### src/rtl/vram_arb_pkg.sv
// Shared types and defaults for the video-RAM arbiter.
// The optional write-starvation guard is enabled with VRAM_ARB_WR_GUARD_EN.
package vram_arb_pkg;

    localparam int ADDR_W_DEF       = 19;
    localparam int DATA_W_DEF       = 3;
    localparam int STARVE_LIMIT_DEF = 8;

    // Memory-cycle type issued to the RAM in the current cycle.
    typedef enum logic [1:0] {
        IDLE = 2'd0,
        RD   = 2'd1,
        WR   = 2'd2
    } mem_op_e;

endpackage

### src/rtl/vram_wr_buffer.sv
// One-entry write holding register between the pixel writer and the RAM arbiter.
// Handshake: a write transfers on a rising edge where i_wr_valid & o_ready; o_ready comes only from registered state.
module vram_wr_buffer #(
    parameter int ADDR_W = 19,
    parameter int DATA_W = 3
) (
    input  logic              i_clk,
    input  logic              i_rst_n,
    input  logic              i_wr_valid,
    input  logic [ADDR_W-1:0] i_wr_addr,
    input  logic [DATA_W-1:0] i_wr_data,
    input  logic              i_drain,
    output logic              o_ready,
    output logic              o_full,
    output logic [ADDR_W-1:0] o_addr,
    output logic [DATA_W-1:0] o_data
);

    logic              r_full;
    logic              r_live;
    logic [ADDR_W-1:0] r_addr;
    logic [DATA_W-1:0] r_data;

    // Load only when empty and drain only when full, so the two never coincide.
    always_ff @(posedge i_clk) begin
        if (!i_rst_n) begin
            r_full <= 1'b0;
            r_live <= 1'b0;
            r_addr <= '0;
            r_data <= '0;
        end else begin
            r_live <= 1'b1;
            if (i_wr_valid && o_ready) begin
                r_full <= 1'b1;
                r_addr <= i_wr_addr;
                r_data <= i_wr_data;
            end else if (i_drain) begin
                r_full <= 1'b0;
            end
        end
    end

    // r_live keeps ready low while reset is held and for the reset edge itself.
    assign o_ready = r_live && !r_full;
    assign o_full  = r_full;
    assign o_addr  = r_addr;
    assign o_data  = r_data;

endmodule

### src/rtl/vram_arbiter.sv
// Single-port frame-buffer arbiter: display reads have fixed priority, writes drain from a one-entry buffer.
// Define VRAM_ARB_WR_GUARD_EN to build the write-starvation guard (forces a write after STARVE_LIMIT losses).
module vram_arbiter
    import vram_arb_pkg::*;
#(
    parameter int ADDR_W       = ADDR_W_DEF,
    parameter int DATA_W       = DATA_W_DEF,
    parameter int STARVE_LIMIT = STARVE_LIMIT_DEF
) (
    input  logic              Clock,
    input  logic              Reset,
    input  logic              iDispReq,
    input  logic [ADDR_W-1:0] iDispAddr,
    output logic [DATA_W-1:0] oDispData,
    output logic              oDispValid,
    output logic              oDispMiss,
    input  logic              iWrValid,
    input  logic [ADDR_W-1:0] iWrAddr,
    input  logic [DATA_W-1:0] iWrData,
    output logic              oWrReady,
    output logic [ADDR_W-1:0] oMemAddr,
    output logic              oMemWe,
    output logic [DATA_W-1:0] oMemWData,
    input  logic [DATA_W-1:0] iMemRData,
    output mem_op_e           oDbgState
);

    logic              w_buf_full;
    logic [ADDR_W-1:0] w_buf_addr;
    logic [DATA_W-1:0] w_buf_data;
    logic              w_fire;
    logic              w_do_rd;
    logic              w_do_wr;

    mem_op_e           r_state;
    logic [ADDR_W-1:0] r_mem_addr;
    logic              r_mem_we;
    logic [DATA_W-1:0] r_mem_wdata;
    logic [1:0]        r_rd_pipe;
    logic              r_disp_valid;
    logic [DATA_W-1:0] r_disp_data;

    vram_wr_buffer #(
        .ADDR_W (ADDR_W),
        .DATA_W (DATA_W)
    ) u_wr_buffer (
        .i_clk      (Clock),
        .i_rst_n    (Reset),
        .i_wr_valid (iWrValid),
        .i_wr_addr  (iWrAddr),
        .i_wr_data  (iWrData),
        .i_drain    (w_do_wr),
        .o_ready    (oWrReady),
        .o_full     (w_buf_full),
        .o_addr     (w_buf_addr),
        .o_data     (w_buf_data)
    );

`ifdef VRAM_ARB_WR_GUARD_EN
    localparam int CNT_W = $clog2(STARVE_LIMIT + 1);

    logic [CNT_W-1:0] r_starve_cnt;
    logic [1:0]       r_miss_pipe;
    logic             r_disp_miss;

    assign w_fire = w_buf_full && (r_starve_cnt == CNT_W'(STARVE_LIMIT));

    // Counts cycles the held write loses to the display; a forced write drops that cycle's read.
    always_ff @(posedge Clock) begin
        if (!Reset) begin
            r_starve_cnt <= '0;
            r_miss_pipe  <= 2'b00;
            r_disp_miss  <= 1'b0;
        end else begin
            if (w_do_wr) begin
                r_starve_cnt <= '0;
            end else if (w_buf_full && w_do_rd) begin
                r_starve_cnt <= r_starve_cnt + 1'b1;
            end
            r_miss_pipe <= {r_miss_pipe[0], w_fire && iDispReq};
            r_disp_miss <= r_miss_pipe[1];
        end
    end

    assign oDispMiss = r_disp_miss;
`else
    logic w_unused_limit;

    assign w_unused_limit = |STARVE_LIMIT;
    assign w_fire         = 1'b0;
    assign oDispMiss      = 1'b0;
`endif

    assign w_do_rd = iDispReq && !w_fire;
    assign w_do_wr = !w_do_rd && w_buf_full;

    always_ff @(posedge Clock) begin
        if (!Reset) begin
            r_state     <= IDLE;
            r_mem_addr  <= '0;
            r_mem_we    <= 1'b0;
            r_mem_wdata <= '0;
        end else if (w_do_rd) begin
            r_state    <= RD;
            r_mem_addr <= iDispAddr;
            r_mem_we   <= 1'b0;
        end else if (w_do_wr) begin
            r_state     <= WR;
            r_mem_addr  <= w_buf_addr;
            r_mem_wdata <= w_buf_data;
            r_mem_we    <= 1'b1;
        end else begin
            r_state  <= IDLE;
            r_mem_we <= 1'b0;
        end
    end

    // RAM data appears one cycle after the address; stage 2 marks that data for capture.
    always_ff @(posedge Clock) begin
        if (!Reset) begin
            r_rd_pipe    <= 2'b00;
            r_disp_valid <= 1'b0;
            r_disp_data  <= '0;
        end else begin
            r_rd_pipe    <= {r_rd_pipe[0], w_do_rd};
            r_disp_valid <= r_rd_pipe[1];
            if (r_rd_pipe[1]) begin
                r_disp_data <= iMemRData;
            end
        end
    end

    assign oMemAddr   = r_mem_addr;
    assign oMemWe     = r_mem_we;
    assign oMemWData  = r_mem_wdata;
    assign oDispValid = r_disp_valid;
    assign oDispData  = r_disp_data;
    assign oDbgState  = r_state;

endmodule
### config.mk
export PLATFORM = sky130hd
export DESIGN_NAME = vram_arbiter
export DESIGN_NICKNAME = d
export VERILOG_FILES = /design/src/rtl/vram_arb_pkg.sv /design/src/rtl/vram_wr_buffer.sv /design/src/rtl/vram_arbiter.sv
export SDC_FILE = /design/constraint.sdc
export NUM_CORES = 1
export LEC_CHECK = 0
export BUFFER_PORTS_ARGS = -buffer_cell sky130_fd_sc_hd__buf_2
export CORE_MARGIN = 1.5
export CORE_UTILIZATION = 45
export DETAILED_ROUTE_END_ITERATION = 7
export MAX_ROUTING_LAYER = met4
export PLACE_DENSITY = 0.75
export RECOVER_POWER = 25
export SLEW_MARGIN = 5
export SYNTH_ARGS = -nofsm -noshare
export SYNTH_HDL_FRONTEND = slang
export SYNTH_SLANG_ARGS = --single-unit
### constraint.sdc
create_clock -name Clock -period 1.1 [get_ports Clock]
set_input_delay 0.22 -clock Clock [delete_from_list [all_inputs] [get_ports Clock]]
set_output_delay 0.22 -clock Clock [all_outputs]
set_load 0.05 [all_outputs]
==> metrics.md, run 1 <==
| Metric | Value |
|---|---|
| FP Rows | `24` |
| Power per cell area | `1320 nW/um2` |
| Max IR drop VDD | `0.738 mV` |
| IO buf count | `77` |
| 1st-iter DRT viols | `50` |
| Worst hold path type | `in2reg` |
| Fillers | `334` |
| Dpl hpwl | `3020 um` |
| Effective utilization at floorplan | `0.482` |
| Fin crit share | `1.10` |
| Netlist cell types | `21` |
| Critical path class | `reg2out` |
| Worst Setup EP | `oWrReady` |
| Clk_lat worst skew | `0.29 ns` |
| Setup Skew | `0.00433 ns` |
| Core area | `4470 um2` |
| Status | `complete, but fails checks` |
| Final nets | `351` |
| Initial antenna violation count | `0` |
| CTS H-tree lvls | `2` |
| Reg2reg end | `u_wr_buffer.o_addr[15]` |
| Largest net degree at the start of global routing | `29` |
| Worst setup startpoint | `u_wr_buffer.o_full` |
| Clock period minus worst slack | `1.21 ns` |
| Ys async rst share | `0` |
| Yosys warnings | `0` |
| Post-Route WL | `4880 um` |
| Comb power frac | `0.216` |
| EDFF count, synth | `0` |
| Final slew viol count | `0` |
| Yosys reg bits | `53` |
| Synth Instances | `221` |
| First-pass GRT wire length | `6820 um` |
| Final hold vios | `0` |
| WL/cell | `13.7 um` |
| Routed Antenna Nets | `0` |
| Setup Viol. Count Final | `25` |
| Clock Pin Slew Worst Setup and Hold Paths | `0.08 ns` |
| Max-Slew Margin vs Limit | `0.618` |
| Pint | `0.00288 W` |
| RSZ-0062 raised after global routing | `yes` |
| Area growth, synth to finish | `41.2%` |
| Switching pwr | `0.00114 W` |
| Worst R2R Start | `u_wr_buffer.o_full` |
| Mean Syn Cell Area | `9.75 um2` |
| Vias | `1803` |
| Share of layout cells above drive strength 1 | `0.502` |
| Slew @ Worst Pin | `0.573 ns` |
| Clock power share | `0.265` |
| Max Freq | `0.829 GHz` |
| Netlist Area Pre-Place | `2150 um2` |
| Sequential cell area fraction in the yosys report | `0.492` |
| Startpoint Class | `flip-flop` |
| Synth cell count leaders | `dfxtp_1, mux2i_1, nand2_1` |
| Setup TNS | `-1.28 ns` |
| GRT Total Usage | `0.167` |
| Die Ht | `72.2 um` |
| Die X | `72.2 um` |
| Reg-to-reg setup timing slack | `-0.07 ns` |
| Sw Ratio | `0.283` |
| Synth Net Count | `269` |
| Ys flop type | `dfxtp_1` |
| LEAKAGE | `1.31 nW` |
| CTS Buf Count | `5` |
| Most numerous cell in the Yosys netlist | `dfxtp_1` |
| Failing checks | `setup timing` |
| Worst-path fanout max | `2` |
| Max-cap viol count | `0` |
| Reg power frac | `0.519` |
| # DRC | `0` |
| CTS tree | `yes` |
| CP Capture Type | `output port` |
| Diodes inserted | `0` |
| Fin util | `0.680` |
| Die area | `5210 um2` |
| Vias in the first global route | `1577` |
| Yosys top cell by area | `dfxtp_1` |
| Routability-driven placement congestion ratio | `0.737` |
| Root Driver | `clkbuf_8` |
| CP required | `0.88 ns` |
| Top cells by area, synth | `dfxtp_1, mux2i_1, o21ai_2` |
| First drt pass iteration count | `4` |
| Clock sink count | `53` |
| Final worst slack | `-0.106 ns` |
| CTS Buffer Depth | `2` |
| FF-to-FF path depth | `5` |
| Via density | `5.08` |
| Remaining Overflow, GRT | `0` |
| Synth top area share | `0.492` |
| IO Pins | `79` |
| Crit path arrival time | `0.99 ns` |
critical path, cell delays in order, from the launching register on:
cell     delay, ns
dfxtp_2       0.33
buf_6         0.11
nor2b_4       0.10
buf_6         0.16
flip-flops by register name (all words and copies together) (netlist names):
signal and count:
oMemAddr 19, u_wr_buffer.o_addr 19, oDispData 3, oMemWData 3, u_wr_buffer.o_data 3, r_rd_pipe 2
oDbgState 1, oDispValid 1, u_wr_buffer.o_full 1, u_wr_buffer.r_live 1
timing repair:
item | 4_1_cts | 5_1_grt
setup buffers | 2 | 0
hold buffers | 0 | 0
pin swaps | 0 | 25
hold endpoints to repair | 0 | 0
gates cloned | 0 | 6
setup endpoints to repair | 28 | 27
resized for setup | 34 | 27
how the worst min path moves through the flow:
stage,cells after the start,from,slack [ns],end
3_3_place_gp,2,u_wr_buffer.o_addr[10],0.45,u_wr_buffer.o_addr[10]
4_1_cts,3,iWrAddr[11],0.16,u_wr_buffer.o_addr[11]
6_report,3,iMemRData[1],0.16,oDispData[1]
2_1_floorplan,0,Reset,0.25,u_wr_buffer.r_live
3_5_place_dp,2,u_wr_buffer.o_addr[10],0.45,u_wr_buffer.o_addr[10]
5_1_grt,3,iWrAddr[9],0.16,u_wr_buffer.o_addr[9]
per-stage QoR:
stage	power (W)	cell area (um2)	std cells	hold slack (ns)	setup slack, ns
2_1_floorplan	0.00264	2160	221	0.248	0.0445
3_3_place_gp	0.00284	2600	341	0.447	0.0696
3_5_place_dp	0.00285	2600	341	0.448	0.00952
4_1_cts	0.00394	2780	349	0.157	-0.115
5_1_grt	0.00419	3040	355	0.160	-0.135
6_report	0.00402	3040	355	0.161	-0.106
cell usage in the layout, fill, tap and decap left out:
master and n:
nand2_1 23, clkbuf_16 5, buf_8 1, a21oi_1 19, dfxtp_1 50, nor2b_4 1, clkinv_1 1, nand2b_2 1
dfxtp_2 3, o21ai_0 19, buf_2 47, conb_1 1, clkbuf_8 6, inv_1 1, clkbuf_2 1, buf_6 5
o21ai_2 22, nand3b_4 1, buf_12 5, mux2i_1 25, clkbuf_4 2, clkbuf_1 2, a21oi_4 1, nor2_1 8
nand3_2 22, buf_4 29, and2_1 2
final cells by class:
type,instances,area [um2],area share
Multi-Input combinational cell,145,1040,0.343
Inverter,2,7.51,0.00247
Clock buffer,7,86.3,0.0284
Timing Repair Buffer,96,773,0.254
Sequential cell,53,1060,0.350
Tap cell,52,65.1,0.0214
metal layers:
layer / part of all wire / track usage / routed length [um] / vias to the layer above
li1: - / - / - / 920
met1: 0.46 / 0.221 / 2230 / 825
met2: 0.48 / 0.261 / 2370 / 53
met3: 0.048 / 0.0361 / 232 / 5
met4: 0.010 / 0.0461 / 50 / 0
met5: 0 / - / 0 / -
power groups by stage:
stage               combinational, W  clock, W  sequential (W)
finish                      0.000869   0.00106         0.00209
global route                0.000926   0.00116         0.00210
CTS                         0.000773   0.00109         0.00208
detailed placement          0.000726         0         0.00212
global placement            0.000717         0         0.00212
floorplan                   0.000331         0         0.00231
kinds of logic after synthesis:
kind of cell	count (synthesis)	synth area share
multiplexers	25	0.116
flip-flops	53	0.492
AND/OR/NAND/NOR	58	0.133
AO/OA/AOI/OAI	61	0.182
buffers and inverters	23	0.0749
other	1	0.00174
(Power assumes the default switching activity.)
==> inputs of run 2 (changes only) <==
Settings changed: CAP_MARGIN from default to 10.
Clock period 1.1 ns to 1.5 ns, I/O delays scaled along.
==> metrics.md, run 2 (synthesized netlist as in run 1, its figures left out) <==
| Metric | Value |
|---|---|
| Worst-path fanout max | `2` |
| Worst hold path type | `in2reg` |
| # DRC | `0` |
| Final nets | `339` |
| Max-cap viol count | `0` |
| Crit-path cells | `nor2b_2, buf_2` |
| CTS Buf Count | `5` |
| Placed insts | `336` |
| Startpoint Class | `flip-flop` |
| Largest net degree at the start of global routing | `38` |
| Effective utilization at floorplan | `0.482` |
| Hold_sp | `iWrAddr[8]` |
| Routed Antenna Nets | `0` |
| Most frequent cells in the layout | `buf_2, dfxtp_1, mux2i_1, o21ai_0, nand2_1` |
| Reg2reg end | `oMemAddr[8]` |
| Fin crit share | `0.932` |
| Fillers | `425` |
| FP Rows | `24` |
| Share of layout cells above drive strength 1 | `0.388` |
| Critical path class | `reg2out` |
| Final hold vios | `0` |
| RSZ-0062 raised after global routing | `no` |
| Clock Pin Slew Worst Setup and Hold Paths | `0.08 ns` |
| Clk_lat worst skew | `0.30 ns` |
| Vias in the first global route | `1688` |
| Clock period minus worst slack | `1.40 ns` |
| Setup Viol. Count Final | `0` |
| CTS tree | `yes` |
| Remaining Overflow, GRT | `0` |
| Most common cell after layout, fill and taps aside | `buf_2` |
| IO buf count | `77` |
| Core area | `4470 um2` |
| IO Pins | `79` |
| Root Driver | `clkbuf_8` |
| Final slew viol count | `0` |
| First-pass GRT wire length | `7310 um` |
| Post-CTS setup buffer count | `0` |
| Setup Skew | `0.00150 ns` |
| Number of cells on the worst hold path | `3` |
| Area growth, synth to finish | `20.6%` |
| Cts-stage hold buffer count | `0` |
| Diodes inserted | `0` |
| Max Freq | `0.715 GHz` |
| CP Capture Type | `output port` |
| CTS resizes | `0` |
| First drt pass iteration count | `4` |
| CTS Buffer Depth | `2` |
| Clock sink count | `53` |
| Post-Route WL | `4370 um` |
| CP max stage delay | `0.38 ns` |
| CTS H-tree lvls | `2` |
| Crit path arrival time | `1.10 ns` |
| Power per cell area | `1080 nW/um2` |
| FF-to-FF path depth | `3` |
| Die X | `72.2 um` |
| Max IR drop VDD | `0.506 mV` |
| Worst R2R Start | `u_wr_buffer.o_full` |
| 1st-iter DRT viols | `48` |
| LEAKAGE | `1.16 nW` |
| Die area | `5210 um2` |
| Die Ht | `72.2 um` |
| Dpl hpwl | `3090 um` |
| Slowest-stage cell, CP | `dfxtp_1` |
| GRT Total Usage | `0.185` |
| Reg-to-reg setup timing slack | `0.16 ns` |
| Via density | `5.08` |
| Vias | `1741` |
| Initial antenna violation count | `0` |
| Setup TNS | `0 ns` |
| Hold EP | `u_wr_buffer.o_addr[8]` |
| WL/cell | `12.7 um` |
| Routability-driven placement congestion ratio | `0.740` |
| CP required | `1.20 ns` |
| Post-route insts no fill | `343` |
| Status | `complete, no violations` |
[run 2: routing by layer]
| layer | track usage | routed length [um] |
|---|---|---|
| met1 | 0.217 | 1960 |
| met4 | 0.0566 | 58 |
| met5 | - | 0 |
| met3 | 0.0500 | 278 |
| met2 | 0.309 | 2070 |
[run 2: stage by stage]
stage,setup WS (ns),cell area (um2),hold WS (ns),utilization,total power [W]
2_1_floorplan,0.210,2160,0.328,-,0.00193
3_3_place_gp,0.272,2530,0.445,0.566,0.00206
3_5_place_dp,0.211,2530,0.444,0.566,0.00207
4_1_cts,0.0942,2620,0.224,0.585,0.00286
5_1_grt,0.0426,2600,0.232,0.581,0.00295
6_report,0.102,2600,0.238,0.581,0.00281
[run 2: worst max-delay path, delay by kind of cell, from the launching register on]
family | cells | cell delay, ns
DFF | 1 | 0.38
and+or+nand+nor | 1 | 0.16
buffers and inverters | 1 | 0.26
[run 2: worst max-delay path by stage]
stage,start,to,slack (ns)
final,u_wr_buffer.r_live,oWrReady,0.10
after global routing,u_wr_buffer.o_full,oMemAddr[8],0.04
after CTS,u_wr_buffer.r_live,oWrReady,0.09
after detailed placement,u_wr_buffer.o_full,u_wr_buffer.o_addr[11],0.21
after global placement,u_wr_buffer.o_full,u_wr_buffer.o_addr[16],0.27
after floorplan,u_wr_buffer.o_full,oWrReady,0.21
[run 2: layout make-up]
cell class | count | area, um2 | area share
well taps | 52 | 65.1 | 0.0250
flip-flops and latches | 53 | 1060 | 0.408
repair buffers | 84 | 459 | 0.177
clock buffers | 7 | 86.3 | 0.0332
multi-input cells | 145 | 920 | 0.354
inverters | 2 | 7.51 | 0.00289
[run 2: where the power goes]
group	switching, W	total, W	internal [W]	leakage (nW)
Sequential	0.0000421	0.00152	0.00148	0.436
Clock	0.000420	0.000786	0.000367	0.0443
Combinational	0.000333	0.000500	0.000166	0.684
==> inputs of run 3 (changes only) <==
Settings changed: CORE_MARGIN 1.5 to 2, CTS_BUF_LIST from default to sky130_fd_sc_hd__clkbuf_16, SETUP_SLACK_MARGIN from default to 0.15.
==> metrics.md, run 3 (synthesized netlist as in run 1, its figures left out) <==
| Metric | Value |
|---|---|
| Status | `complete, no violations` |
| Crit path arrival time | `1.00 ns` |
| Clock Pin Slew Worst Setup and Hold Paths | `0.07 ns` |
| Number of cells on the worst hold path | `3` |
| Fin crit share | `0.865` |
| Core area | `4660 um2` |
| Via density | `4.97` |
| Clock period minus worst slack | `1.30 ns` |
| Setup Skew | `0.00477 ns` |
| Final nets | `339` |
| CTS Buf Count | `5` |
| Final slew viol count | `0` |
| IO buf count | `77` |
| 1st-iter DRT viols | `88` |
| Root Driver | `clkbuf_16` |
| CP Capture Type | `output port` |
| Multi-input combinational cell area | `931 um2` |
| Most frequent cells in the layout | `buf_2, dfxtp_1, mux2i_1, nand2_1, o21ai_2` |
| CTS resizes | `1` |
| Fillers | `438` |
| Share of layout cells above drive strength 1 | `0.401` |
| Max-cap viol count | `0` |
| Post-Route WL | `4170 um` |
| Slew @ Worst Pin | `0.652 ns` |
| Cts-stage hold buffer count | `0` |
| Effective utilization at floorplan | `0.462` |
| Routability-driven placement congestion ratio | `0.754` |
| # DRC | `0` |
| Dpl hpwl | `2960 um` |
| M1 GR Usage | `0.200` |
| Max IR drop VDD | `0.739 mV` |
| Setup Viol. Count Final | `0` |
| Crit-path cells | `nor2b_2, buf_4` |
| M3 GR Usage | `0.0594` |
| CP max stage delay | `0.36 ns` |
| Power per cell area | `1220 nW/um2` |
| GRT Total Usage | `0.166` |
| RSZ-0062 raised after global routing | `no` |
| CTS Buffer Depth | `2` |
| Die Ht | `73.2 um` |
| CP required | `1.20 ns` |
| Max Freq | `0.771 GHz` |
| Most common cell after layout, fill and taps aside | `buf_2` |
| Initial antenna violation count | `0` |
| Remaining Overflow, GRT | `0` |
| Vias | `1720` |
| First-pass GRT wire length | `6650 um` |
| Max-Slew Margin vs Limit | `0.565` |
| Largest net degree at the start of global routing | `44` |
| IO Pins | `79` |
| Diodes inserted | `0` |
| First drt pass iteration count | `6` |
| Worst hold path type | `in2reg` |
| Area growth, synth to finish | `26.0%` |
| Clock sink count | `53` |
| Fin util | `0.583` |
| Register area | `1060 um2` |
| Vias in the first global route | `1495` |
| CTS H-tree lvls | `2` |
| FF-to-FF path depth | `3` |
| Die X | `73.2 um` |
| Grt met2 use | `0.261` |
| Routed Antenna Nets | `0` |
| Fin Hold WS | `0.253 ns` |
| Worst-path fanout max | `2` |
| Clk_lat worst skew | `0.28 ns` |
| CTS tree | `yes` |
| Post-CTS setup buffer count | `0` |
| WL/cell | `12.1 um` |
| LEAKAGE | `1.21 nW` |
| Final hold vios | `0` |
| Die area | `5360 um2` |
| Slowest-stage cell, CP | `dfxtp_1` |
| Startpoint Class | `flip-flop` |
| Critical path class | `reg2out` |
| GRT Max-Usage Layer | `met2` |
| FP Rows | `25` |
| Setup TNS | `0 ns` |
-- run 3: changes by cell type in the layout (fill, tap and decap cells not counted), sizes merged --
cell      previous run  this run
buf                 83        82
bufinv               0         1
clkbuf               8         7
clkinv               1         2
clkinvlp             0         1
-- run 3: where the power goes --
group	leakage, nW	internal, W	switching, W	total, W
clock	0.0800	0.000789	0.000489	0.00128
sequential	0.436	0.00148	0.0000399	0.00152
combinational	0.694	0.000173	0.000336	0.000509
-- run 3: final cells by class --
class                           count  area share
Timing Repair Buffer               84       0.176
Multi-Input combinational cell    145       0.343
Sequential cell                    53       0.391
Tap cell                           54      0.0249
Clock inverter                      3      0.0171
Clock buffer                        5      0.0461
Inverter                            2     0.00276
-- run 3: worst paths after layout --
| kind | startpoint | endpoint | slack [ns] |
|---|---|---|---|
| max | u_wr_buffer.r_live | oWrReady | 0.20 |
| min | iWrAddr[9] | u_wr_buffer.o_addr[9] | 0.25 |
| max reg2reg | u_wr_buffer.o_full | oMemAddr[5] | 0.23 |
| min reg2reg | u_wr_buffer.o_addr[9] | u_wr_buffer.o_addr[9] | 0.46 |
-- run 3: per-stage QoR --
step           cells  worst slack, ns  instance area, um2  total power [W]
3_5_place_dp     338            0.276                2550          0.00207
4_1_cts          346            0.177                2720          0.00336
2_1_floorplan    221            0.210                2160          0.00193
5_1_grt          346           0.0805                2720          0.00347
6_report         346            0.202                2720          0.00331
3_3_place_gp     338            0.333                2550          0.00206
-- run 3: metal layers --
layer | routed length [um] | vias to the layer above
met4 | 48 | 0
met3 | 276 | 4
li1 | - | 903
met1 | 1890 | 765
met5 | 0 | -
met2 | 1950 | 48
-- run 3: critical path, delay by kind of cell, from the launching register on --
kind                   cells  cell delay (ns)
and+or+nand+nor            1             0.16
buffers and inverters      1             0.20
DFF                        1             0.36
